$ cat config.mk
export PLATFORM = sky130hd
export DESIGN_NAME = decode_sequencer_flat
export DESIGN_NICKNAME = d
export VERILOG_FILES = /design/src/rtl/decode_seq_pkg.sv /design/src/rtl/decode_sequencer_if.sv /design/src/rtl/sram_owner_mux.sv /design/src/rtl/decode_sequencer.sv /design/src/flat_wrapper.sv
export SDC_FILE = /design/constraint.sdc
export NUM_CORES = 1
export LEC_CHECK = 0
export BUFFER_PORTS_ARGS = -buffer_cell sky130_fd_sc_hd__buf_2
export CORE_MARGIN = 2
export CORE_UTILIZATION = 48
export CTS_BUF_LIST = sky130_fd_sc_hd__clkbuf_2
export CTS_CLUSTER_DIAMETER = 60
export DETAILED_ROUTE_END_ITERATION = 6
export PLACE_DENSITY_LB_ADDON = 0.12
export SYNTH_ARGS = -nofsm -noshare
export SYNTH_HDL_FRONTEND = slang
export SYNTH_SLANG_ARGS = --single-unit
$ cat constraint.sdc
create_clock -name CLOCK_50_I -period 3.2 [get_ports CLOCK_50_I]
set_clock_uncertainty 0.1 [all_clocks]
set_input_delay 0.32 -clock CLOCK_50_I [delete_from_list [all_inputs] [get_ports CLOCK_50_I]]
set_output_delay 0.32 -clock CLOCK_50_I [all_outputs]
set_load 0.02 [all_outputs]
$ cat src/rtl/decode_seq_pkg.sv
`default_nettype none
// decode_seq_pkg: shared state/owner encodings, SRAM widths and default timings. rev 1.0
package decode_seq_pkg;

  localparam int SRAM_AW          = 18;
  localparam int SRAM_DW          = 16;
  localparam int UART_TIMEOUT_DEF = 50_000_000;
  localparam int GUARD_CYCLES_DEF = 2;
  localparam int WDOG_CYCLES_DEF  = 2**26 - 1;

  typedef enum logic [2:0] {
    S_IDLE    = 3'd0,
    S_UART_RX = 3'd1,
    S_GUARD   = 3'd2,
    S_IDCT    = 3'd3,
    S_US_CSC  = 3'd4,
    S_DONE    = 3'd5,
    S_ERROR   = 3'd6
  } seq_state_t;

  typedef enum logic [2:0] {
    OWN_NONE  = 3'd0,
    OWN_VGA   = 3'd1,
    OWN_UART  = 3'd2,
    OWN_IDCT  = 3'd3,
    OWN_USCSC = 3'd4
  } owner_t;

  function automatic owner_t state_owner(input seq_state_t st);
    case (st)
      S_IDLE, S_DONE: return OWN_VGA;
      S_UART_RX:      return OWN_UART;
      S_IDCT:         return OWN_IDCT;
      S_US_CSC:       return OWN_USCSC;
      default:        return OWN_NONE;
    endcase
  endfunction

endpackage
`default_nettype wire

$ cat src/rtl/decode_sequencer_if.sv
`default_nettype none
// decode_sequencer_if: requester buses, stage handshakes and SRAM port of the sequencer. rev 1.0
interface decode_sequencer_if;
  import decode_seq_pkg::*;

  logic [SRAM_AW-1:0] uart_addr;
  logic [SRAM_DW-1:0] uart_wdata;
  logic               uart_we_n;
  logic [SRAM_AW-1:0] vga_addr;
  logic [SRAM_AW-1:0] idct_addr;
  logic [SRAM_DW-1:0] idct_wdata;
  logic               idct_we_n;
  logic [SRAM_AW-1:0] uscsc_addr;
  logic [SRAM_DW-1:0] uscsc_wdata;
  logic               uscsc_we_n;
  logic               idct_complete;
  logic               uscsc_complete;
  logic [SRAM_AW-1:0] sram_addr;
  logic [SRAM_DW-1:0] sram_wdata;
  logic               sram_we_n;
  logic               uart_rx_initialize;
  logic               uart_rx_enable;
  logic               vga_enable;
  logic               idct_enable;
  logic               uscsc_enable;

  modport master (
    input  uart_addr, uart_wdata, uart_we_n, vga_addr,
    input  idct_addr, idct_wdata, idct_we_n,
    input  uscsc_addr, uscsc_wdata, uscsc_we_n,
    input  idct_complete, uscsc_complete,
    output sram_addr, sram_wdata, sram_we_n,
    output uart_rx_initialize, uart_rx_enable,
    output vga_enable, idct_enable, uscsc_enable
  );

  modport slave (
    output uart_addr, uart_wdata, uart_we_n, vga_addr,
    output idct_addr, idct_wdata, idct_we_n,
    output uscsc_addr, uscsc_wdata, uscsc_we_n,
    output idct_complete, uscsc_complete,
    input  sram_addr, sram_wdata, sram_we_n,
    input  uart_rx_initialize, uart_rx_enable,
    input  vga_enable, idct_enable, uscsc_enable
  );

endinterface
`default_nettype wire

$ cat src/rtl/sram_owner_mux.sv
`default_nettype none
// sram_owner_mux: static SRAM port multiplexer; no owner means address 0 with writes off. rev 1.0
module sram_owner_mux
  import decode_seq_pkg::*;
(
  input  owner_t             i_owner,
  input  logic [SRAM_AW-1:0] i_vga_addr,
  input  logic [SRAM_AW-1:0] i_uart_addr,
  input  logic [SRAM_DW-1:0] i_uart_wdata,
  input  logic               i_uart_we_n,
  input  logic [SRAM_AW-1:0] i_idct_addr,
  input  logic [SRAM_DW-1:0] i_idct_wdata,
  input  logic               i_idct_we_n,
  input  logic [SRAM_AW-1:0] i_uscsc_addr,
  input  logic [SRAM_DW-1:0] i_uscsc_wdata,
  input  logic               i_uscsc_we_n,
  output logic [SRAM_AW-1:0] o_sram_addr,
  output logic [SRAM_DW-1:0] o_sram_wdata,
  output logic               o_sram_we_n
);

  always_comb begin
    o_sram_addr  = '0;
    o_sram_wdata = '0;
    o_sram_we_n  = 1'b1;
    case (i_owner)
      OWN_VGA: o_sram_addr = i_vga_addr;
      OWN_UART: begin
        o_sram_addr  = i_uart_addr;
        o_sram_wdata = i_uart_wdata;
        o_sram_we_n  = i_uart_we_n;
      end
      OWN_IDCT: begin
        o_sram_addr  = i_idct_addr;
        o_sram_wdata = i_idct_wdata;
        o_sram_we_n  = i_idct_we_n;
      end
      OWN_USCSC: begin
        o_sram_addr  = i_uscsc_addr;
        o_sram_wdata = i_uscsc_wdata;
        o_sram_we_n  = i_uscsc_we_n;
      end
      default: ;
    endcase
  end

endmodule
`default_nettype wire

$ cat src/rtl/decode_sequencer.sv
`default_nettype none
// decode_sequencer: UART -> IDCT -> US_CSC -> VGA milestone scheduler and SRAM owner. rev 1.0
// Optional per-stage watchdog and S_ERROR path: define SEQ_STAGE_WATCHDOG_EN.
module decode_sequencer
  import decode_seq_pkg::*;
#(
  parameter int UART_TIMEOUT = UART_TIMEOUT_DEF,
  parameter int GUARD_CYCLES = GUARD_CYCLES_DEF,
  parameter int WDOG_CYCLES  = WDOG_CYCLES_DEF
) (
  input  logic               CLOCK_50_I,
  input  logic               resetn,
  input  logic               UART_RX_I,
  decode_sequencer_if.master bus,
  output logic [2:0]         seq_state,
  output logic               seq_error
);

  localparam int TIMER_W = $clog2(UART_TIMEOUT + 1);

  seq_state_t         r_state;
  seq_state_t         r_next_stage;
  logic [TIMER_W-1:0] r_timer;
  logic [2:0]         r_guard;
  logic               r_vga_en;
  logic               r_init;
  logic               r_rx_en;
  logic               r_idct_en;
  logic               r_uscsc_en;
  logic               w_guard_done;
  logic               w_cmp_busy;
  logic               w_wdog_hit;
  owner_t             w_owner;

  assign w_guard_done = (r_guard == 3'(GUARD_CYCLES - 1));
  // A stage is only (re)enabled once no stale complete level is visible.
  assign w_cmp_busy   = bus.idct_complete | bus.uscsc_complete;

`ifdef SEQ_STAGE_WATCHDOG_EN
  logic [25:0] r_wdog;

  always_ff @(posedge CLOCK_50_I or negedge resetn) begin
    if (!resetn)
      r_wdog <= '0;
    else if (r_state == S_IDCT || r_state == S_US_CSC)
      r_wdog <= r_wdog + 26'd1;
    else
      r_wdog <= '0;
  end

  assign w_wdog_hit = (r_wdog == 26'(WDOG_CYCLES - 1));
  assign seq_error  = (r_state == S_ERROR);
`else
  logic w_unused_wdog;
  assign w_unused_wdog = ^WDOG_CYCLES;
  assign w_wdog_hit    = 1'b0;
  assign seq_error     = 1'b0;
`endif

  always_ff @(posedge CLOCK_50_I or negedge resetn) begin
    if (!resetn) begin
      r_state      <= S_IDLE;
      r_next_stage <= S_IDLE;
      r_timer      <= '0;
      r_guard      <= '0;
      r_vga_en     <= 1'b1;
      r_init       <= 1'b0;
      r_rx_en      <= 1'b0;
      r_idct_en    <= 1'b0;
      r_uscsc_en   <= 1'b0;
    end else begin
      case (r_state)
        S_IDLE: begin
          r_vga_en <= 1'b1;
          if (!UART_RX_I) begin
            r_init   <= 1'b1;
            r_vga_en <= 1'b0;
            r_timer  <= '0;
            r_state  <= S_UART_RX;
          end
        end
        S_UART_RX: begin
          if (r_init) begin
            r_init  <= 1'b0;
            r_rx_en <= 1'b1;
          end
          if (!bus.uart_we_n)
            r_timer <= '0;
          else if (r_timer == TIMER_W'(UART_TIMEOUT - 1)) begin
            r_rx_en      <= 1'b0;
            r_next_stage <= S_IDCT;
            r_guard      <= '0;
            r_state      <= S_GUARD;
          end else
            r_timer <= r_timer + TIMER_W'(1);
        end
        S_GUARD: begin
          if (!w_guard_done)
            r_guard <= r_guard + 3'd1;
          else if (!w_cmp_busy) begin
            r_state <= r_next_stage;
            case (r_next_stage)
              S_IDCT:   r_idct_en  <= 1'b1;
              S_US_CSC: r_uscsc_en <= 1'b1;
              S_DONE:   r_vga_en   <= 1'b1;
              default:  ;
            endcase
          end
        end
        S_IDCT: begin
          if (bus.idct_complete) begin
            r_idct_en    <= 1'b0;
            r_next_stage <= S_US_CSC;
            r_guard      <= '0;
            r_state      <= S_GUARD;
          end else if (w_wdog_hit) begin
            r_idct_en <= 1'b0;
            r_state   <= S_ERROR;
          end
        end
        S_US_CSC: begin
          if (bus.uscsc_complete) begin
            r_uscsc_en   <= 1'b0;
            r_next_stage <= S_DONE;
            r_guard      <= '0;
            r_state      <= S_GUARD;
          end else if (w_wdog_hit) begin
            r_uscsc_en <= 1'b0;
            r_state    <= S_ERROR;
          end
        end
        S_DONE:  r_state <= S_IDLE;
        S_ERROR: r_vga_en <= 1'b0;
        default: r_state <= S_IDLE;
      endcase
    end
  end

  assign w_owner = state_owner(r_state);

  sram_owner_mux u_mux (
    .i_owner       (w_owner),
    .i_vga_addr    (bus.vga_addr),
    .i_uart_addr   (bus.uart_addr),
    .i_uart_wdata  (bus.uart_wdata),
    .i_uart_we_n   (bus.uart_we_n),
    .i_idct_addr   (bus.idct_addr),
    .i_idct_wdata  (bus.idct_wdata),
    .i_idct_we_n   (bus.idct_we_n),
    .i_uscsc_addr  (bus.uscsc_addr),
    .i_uscsc_wdata (bus.uscsc_wdata),
    .i_uscsc_we_n  (bus.uscsc_we_n),
    .o_sram_addr   (bus.sram_addr),
    .o_sram_wdata  (bus.sram_wdata),
    .o_sram_we_n   (bus.sram_we_n)
  );

  assign bus.vga_enable         = r_vga_en;
  assign bus.uart_rx_initialize = r_init;
  assign bus.uart_rx_enable     = r_rx_en;
  assign bus.idct_enable        = r_idct_en;
  assign bus.uscsc_enable       = r_uscsc_en;
  assign seq_state              = r_state;

endmodule
`default_nettype wire

$ cat src/flat_wrapper.sv
// flat-port wrapper written by rule: the top's interface ports become plain ports
module decode_sequencer_flat import decode_seq_pkg::*;
#(
  parameter int UART_TIMEOUT = UART_TIMEOUT_DEF,
  parameter int GUARD_CYCLES = GUARD_CYCLES_DEF,
  parameter int WDOG_CYCLES  = WDOG_CYCLES_DEF
)
  (CLOCK_50_I, resetn, UART_RX_I, seq_state, seq_error, bus_uart_addr, bus_uart_wdata, bus_uart_we_n, bus_vga_addr, bus_idct_addr, bus_idct_wdata, bus_idct_we_n, bus_uscsc_addr, bus_uscsc_wdata, bus_uscsc_we_n, bus_idct_complete, bus_uscsc_complete, bus_sram_addr, bus_sram_wdata, bus_sram_we_n, bus_uart_rx_initialize, bus_uart_rx_enable, bus_vga_enable, bus_idct_enable, bus_uscsc_enable);
  decode_sequencer_if bus_i ();
  input  logic CLOCK_50_I;
  input  logic resetn;
  input  logic UART_RX_I;
  output logic [2:0] seq_state;
  output logic seq_error;
  input wire logic [$bits(bus_i.uart_addr)-1:0] bus_uart_addr;
  input wire logic [$bits(bus_i.uart_wdata)-1:0] bus_uart_wdata;
  input wire logic [$bits(bus_i.uart_we_n)-1:0] bus_uart_we_n;
  input wire logic [$bits(bus_i.vga_addr)-1:0] bus_vga_addr;
  input wire logic [$bits(bus_i.idct_addr)-1:0] bus_idct_addr;
  input wire logic [$bits(bus_i.idct_wdata)-1:0] bus_idct_wdata;
  input wire logic [$bits(bus_i.idct_we_n)-1:0] bus_idct_we_n;
  input wire logic [$bits(bus_i.uscsc_addr)-1:0] bus_uscsc_addr;
  input wire logic [$bits(bus_i.uscsc_wdata)-1:0] bus_uscsc_wdata;
  input wire logic [$bits(bus_i.uscsc_we_n)-1:0] bus_uscsc_we_n;
  input wire logic [$bits(bus_i.idct_complete)-1:0] bus_idct_complete;
  input wire logic [$bits(bus_i.uscsc_complete)-1:0] bus_uscsc_complete;
  output wire logic [$bits(bus_i.sram_addr)-1:0] bus_sram_addr;
  output wire logic [$bits(bus_i.sram_wdata)-1:0] bus_sram_wdata;
  output wire logic [$bits(bus_i.sram_we_n)-1:0] bus_sram_we_n;
  output wire logic [$bits(bus_i.uart_rx_initialize)-1:0] bus_uart_rx_initialize;
  output wire logic [$bits(bus_i.uart_rx_enable)-1:0] bus_uart_rx_enable;
  output wire logic [$bits(bus_i.vga_enable)-1:0] bus_vga_enable;
  output wire logic [$bits(bus_i.idct_enable)-1:0] bus_idct_enable;
  output wire logic [$bits(bus_i.uscsc_enable)-1:0] bus_uscsc_enable;
  assign bus_i.uart_addr = bus_uart_addr;
  assign bus_i.uart_wdata = bus_uart_wdata;
  assign bus_i.uart_we_n = bus_uart_we_n;
  assign bus_i.vga_addr = bus_vga_addr;
  assign bus_i.idct_addr = bus_idct_addr;
  assign bus_i.idct_wdata = bus_idct_wdata;
  assign bus_i.idct_we_n = bus_idct_we_n;
  assign bus_i.uscsc_addr = bus_uscsc_addr;
  assign bus_i.uscsc_wdata = bus_uscsc_wdata;
  assign bus_i.uscsc_we_n = bus_uscsc_we_n;
  assign bus_i.idct_complete = bus_idct_complete;
  assign bus_i.uscsc_complete = bus_uscsc_complete;
  assign bus_sram_addr = bus_i.sram_addr;
  assign bus_sram_wdata = bus_i.sram_wdata;
  assign bus_sram_we_n = bus_i.sram_we_n;
  assign bus_uart_rx_initialize = bus_i.uart_rx_initialize;
  assign bus_uart_rx_enable = bus_i.uart_rx_enable;
  assign bus_vga_enable = bus_i.vga_enable;
  assign bus_idct_enable = bus_i.idct_enable;
  assign bus_uscsc_enable = bus_i.uscsc_enable;
  decode_sequencer #(.UART_TIMEOUT(UART_TIMEOUT), .GUARD_CYCLES(GUARD_CYCLES), .WDOG_CYCLES(WDOG_CYCLES)) u_core (.CLOCK_50_I(CLOCK_50_I), .resetn(resetn), .UART_RX_I(UART_RX_I), .bus(bus_i), .seq_state(seq_state), .seq_error(seq_error));
endmodule
# After elaboration in Yosys (flattened, before gate mapping)
# Index checks and enable logic that the tools add are counted.
# word_totals
ram_bits	0
reg_bits	40
mem_count	0
in_bits	128
romBits	0
out_inout_bits	44
elab_cells	103
latch_bits	0
# op_classes
n_mux	47
shift	0
reduce_logical	16
eq_ne	27
div	0
bitwise_logic	2
n_addsub	2
n_lt_le_gt_ge	0
n_mul	0
# op_table
operator	n
$mux W26	3
$pmux W18 S4	1
$pmux W26 S2	1
$mux W3	16
$pmux W16 S3	1
$add A26 B1 Y26 const B	1
$eq A26 B26 Y1 const B	1
$pmux W3 S4	2
$eq A3 B3 Y1 const B	6
$pmux W3 S6	1
$mux W1	16
$ne A2 B2 Y1 const B	8
$eq A3 B2 Y1 const B	5
$reduce_and A5 Y1	3
$eq A3 B1 Y1 const B	3
$pmux W3 S3	1
$reduce_and A8 Y1	1
$ne A2 B1 Y1 const B	3
$pmux W1 S2	3
$pmux W1 S3	2
$reduce_and A6 Y1	1
$reduce_bool A2 Y1	3
$reduce_bool A3 Y1	2
$reduce_and A4 Y1	1
other kinds (9)	9

# Logic depth before layout (Yosys ltp)
# depth
depth_word	5
mapped_depth	7
depth_no_buf	7

# By module
# A second synthesis with hierarchy kept.
# unflattened
hier_cells	417
area_unflattened_um2	3618.5
# by_module_without_submodules
mod	area_each_um2	cells_each	n_inst
decode_sequencer	2308.5	262	1
sram_owner_mux	1310.0	155	1

# Worst setup path before layout
# No wires, ideal clock.
# synth_path
path_kind	reg2reg
startpoint	reg u_core.r_timer[11]
endpoint	reg u_core.r_guard[2]
setup_time_ps	133
arrival_ps	2295
path_slack_ps	672
synth_period_minus_slack_ps	2528
required_time_ps	2967
stages_incl_launch_ff	7
path_cell_list	dfrtp_1 > or4b_1 > or4_4 > or4_1 > buf_2 > nor3_4 > o21ai_0
# synth_between
elab_chain_len	3
# synth_rtl
item	line_no	source
from (decl)	decode_sequencer.sv:23	logic [TIMER_W-1:0] r_timer;
from (signal assigned)	decode_sequencer.sv:95	r_timer <= r_timer + TIMER_W'(1);
$eq A26 B26 Y1	decode_sequencer.sv:89	else if (r_timer == TIMER_W'(UART_TIMEOUT - 1)) begin
$ne A2 B1 Y1 (no source line)	-	
$reduce_and A6 Y1 (no source line)	-	
to (signal assigned)	decode_sequencer.sv:99	r_guard <= r_guard + 3'd1;
to (decl)	decode_sequencer.sv:24	logic [2:0] r_guard;
# No other way between the ends.
# A chain may end at the register's enable or synchronous reset.

# Final worst setup path
# layout_path
startpoint	reg u_core.r_state[0] (netlist: u_core.seq_state[0])
endpoint	out bus_sram_wdata[4]
# layout_between
elab_chain_len	5
elab_cells_between_ends	11
cone_classes	7 x eq/ne; 2 x mux; 2 x reduce/logical
# layout_rtl
item	line_no	source
from (decl)	decode_sequencer.sv:21	seq_state_t r_state;
from (signal assigned)	decode_sequencer.sv:101	r_state <= r_next_stage;
$eq A3 B3 Y1 / $logic_not A3 Y1 (equally long branches)	decode_seq_pkg.sv:30	case (st)
$reduce_or A2 Y1	decode_seq_pkg.sv:30	
$pmux W3 S4 *	decode_seq_pkg.sv:30	
$eq A3 B3 Y1 / $eq A3 B2 Y1 (equally long branches)	sram_owner_mux.sv:26	case (i_owner)
$pmux W16 S3 *	sram_owner_mux.sv:26	
to (decl)	flat_wrapper.sv:28	output wire logic [$bits(bus_i.sram_wdata)-1:0] bus_sram_wdata;
# Every way passes the cells marked *; elsewhere a longest branch is shown, timed or not.

==> metrics <==
Avg Inst Size Synth=7.648 um^2; # setup viols final=0; Critical Path AT=2.39 ns; HPWL Detailed=8251 um; Antenna Cells=0; number of synthesized register bits=40; largest net degree at the start of global routing=45; post-route insts no fill=701; Slew Limit Headroom=39.60%; Longest Clk Path Bufs=2; CORE AREA=6869 um^2; startpoint type of the worst setup path=register; worst slew pin tran=0.9060 ns; crit path kind=register to output pin; die width=88.87 um; Tcrit/Tclk final=87.69%; DRC=0; required time of the critical path=2.78 ns; Initial DRC Count=232; routed vias/inst=5.665; Hold Path Class=input port to register; Leak=2.055 nW; initial antenna violation count=0; gpl congestion=0.8833; CTS Buf Count=5; Initial Util=50.33%; Synthesis Warnings=0; post-synthesis async set-or-reset flop share=100.0%; Worst IR Drop VDD=459.8 uV; Layout fillers=629; Power Density=651.3 nW/um^2; first-pass GRT wire length=17660 um; Antenna Nets Post-Route=0; vias in the first global route=3832; Post-Synth XOR/XNOR Area=1.520%; Netlist Area Pre-Place=3457 um^2; post-DR wirelength/cell=15.40 um; crit path time final=2.806 ns; mux cell area share after synthesis=16.61%; Fmax achieved=0.3564 GHz; largest family of logic cells by synthesized area=simple AND/OR/NAND/NOR gates; drt first pass iters=5; post-layout util=64.41%; Synth Area in Compound Gates=19.80%; die height=88.87 um; Post-CTS Setup Bufs=0; EDFF count, synth=0; post-synthesis sequential area ratio=28.99%; Post-Synth Adder-Cell Area=1.086%; Worst-path clk slew=0.20 ns; simple-gate share of the synthesized area=26.38%; post-route setup slack=0.3941 ns; P&R area growth vs syn=27.98%; Mapped Cells=452; I/O pin count=172; Total GRT Usage=27.86%; gr ovfl total=0; CTS root buf=clkbuf_2; Distinct cells, synth=54; total of max-cap violations=0; clk_lat worst skew=0.39 ns; nets@finish=736; Crit. End Element=output pin; outcome=complete, no violations; Main synth FF type=dfrtp_1; # placed instances=692; DRT Wirelength=10790 um; RSZ-0062 raised after global routing=no; Die ar.=7897 um^2; Syn Nets=583; share of cells above drive strength 1=35.70%; CTS H-tree lvls=2; endpoints failing hold=0; setup_tns=0 ns; final slew viol count=0; CTS tree=done; clock sinks=40; Post-Place Worst Slack=0.4773 ns; Cell Rows=30; IO buf count=170; vias post-DR=3971; crit-path max FO=25
==> critical path: stages, from the launching register on <==
cell and delay (ns):
dfrtp_2 0.65, inv_1 0.23, and3_1 0.70, nand2_1 0.10, o21ai_0 0.11, buf_2 0.20
==> stage by stage <==
| step | instance area, um^2 | power (mW) | hold slack, ns |
|---|---|---|---|
| 2_1_floorplan | 3457 | 2.053 | -0.07559 |
| 3_3_place_gp | 4369 | 2.622 | 0.3748 |
| 3_5_place_dp | 4369 | 2.667 | 0.3677 |
| 4_1_cts | 4414 | 2.887 | 0.01788 |
| 5_1_grt | 4424 | 3.101 | 0.1299 |
| 6_report | 4424 | 2.882 | 0.1729 |
==> flip-flops by register name, indices dropped and copies added (netlist names) <==
| name | flops |
|---|---|
| u_core.bus.idct_enable | 1 |
| u_core.bus.uart_rx_enable | 1 |
| u_core.bus.uart_rx_initialize | 1 |
| u_core.bus.uscsc_enable | 1 |
| u_core.bus.vga_enable | 1 |
| u_core.r_guard | 3 |
| u_core.r_next_stage | 3 |
| u_core.r_timer | 26 |
| u_core.seq_state | 3 |
==> what timing repair did <==
item	CTS	global route
hold buffers	1	1
endpoints found under the hold margin	39	1
endpoints found under the setup margin	0	0
resized for setup	0	0
==> area by class of cell <==
class                      instances  area [um^2]  share of cell area (%)
multi-input combinational        364         2265                   51.19
sequential                        40         1005                   22.71
clock inverter                     1        5.005                  0.1131
clock buffer                       6        30.03                  0.6787
inverter                          13        48.80                   1.103
tap                               96        120.1                   2.715
timing repair buffer             181        950.9                   21.49
==> synthesized netlist by cell type, drive strengths merged, types with 10 or more instances <==
cell type  number  area (um^2)
nand3          28        140.1
nand2          67        251.5
clkbuf         25        95.09
buf            10        46.29
mux2           19        214.0
a21oi          17        85.08
o21ai          72        360.4
mux2i          36        360.4
nor3           17        96.35
dfrtp          39        975.9
inv            13        48.80
nor2           17        63.81
==> metal layers <==
metal	routed length (um)	up-vias	global-route usage, %
met4	225	0	8.540
met3	719	24	5.784
li1	-	1952	-
met5	0	-	0
met2	5603	170	47.96
met1	4244	1825	34.97
==> layout by cell type, fill, tap and decap left out, types with 2 or more instances in the layout <==
master,instances
o211ai_1,2
xnor2_1,6
o21ai_0,72
ha_1,3
or4_1,3
nor2b_1,2
and3_1,6
dlygate4sd3_1,2
nand2_1,67
o31ai_1,4
buf_2,170
nor3b_1,2
nand2b_1,3
and2_1,5
nor2_1,17
nand3_1,28
nand4_1,9
o22ai_1,2
mux2_2,19
dfrtp_1,37
nor3_1,16
a31oi_1,6
a21oi_1,17
o41ai_1,2
nor4b_1,3
dfrtp_2,2
a22o_1,2
clkbuf_2,6
mux2i_1,36
a221oi_1,2
o311ai_0,2
inv_1,13
nor4_1,9
buf_4,8
==> path summary, 6_finish.rpt <==
check / startpoint / to / slack [ns] / cells after the start
setup / recovery: u_core.seq_state[0] / bus_sram_wdata[4] / 0.39 / 5
hold / removal: bus_idct_complete / u_core.bus.idct_enable / 0.17 / 3
setup reg to reg: u_core.r_timer[11] / u_core.r_guard[1] / 0.48 / 5
hold reg to reg: u_core.bus.idct_enable / u_core.bus.idct_enable / 0.41 / 2
max in group asynchronous: resetn / u_core.seq_state[0] / 1.91 / 2
min in group asynchronous: resetn / u_core.r_timer[23] / 0.47 / 2
==> where the power goes <==
group          switching, mW  internal (mW)
clock network          0.163         0.0522
logic                   1.19          0.725
registers              0.174          0.581
total                   1.52           1.36
==> logic make-up (layout without fill, tap and decap cells) <==
family,count (synthesis),after routing
mux,55,55
other cells,1,1
buf+inv,48,201
compound gates,119,119
xor+xnor,6,6
simple gates,180,180
fa+ha+maj,3,3
flops,40,40
(Power assumes the default switching activity.)
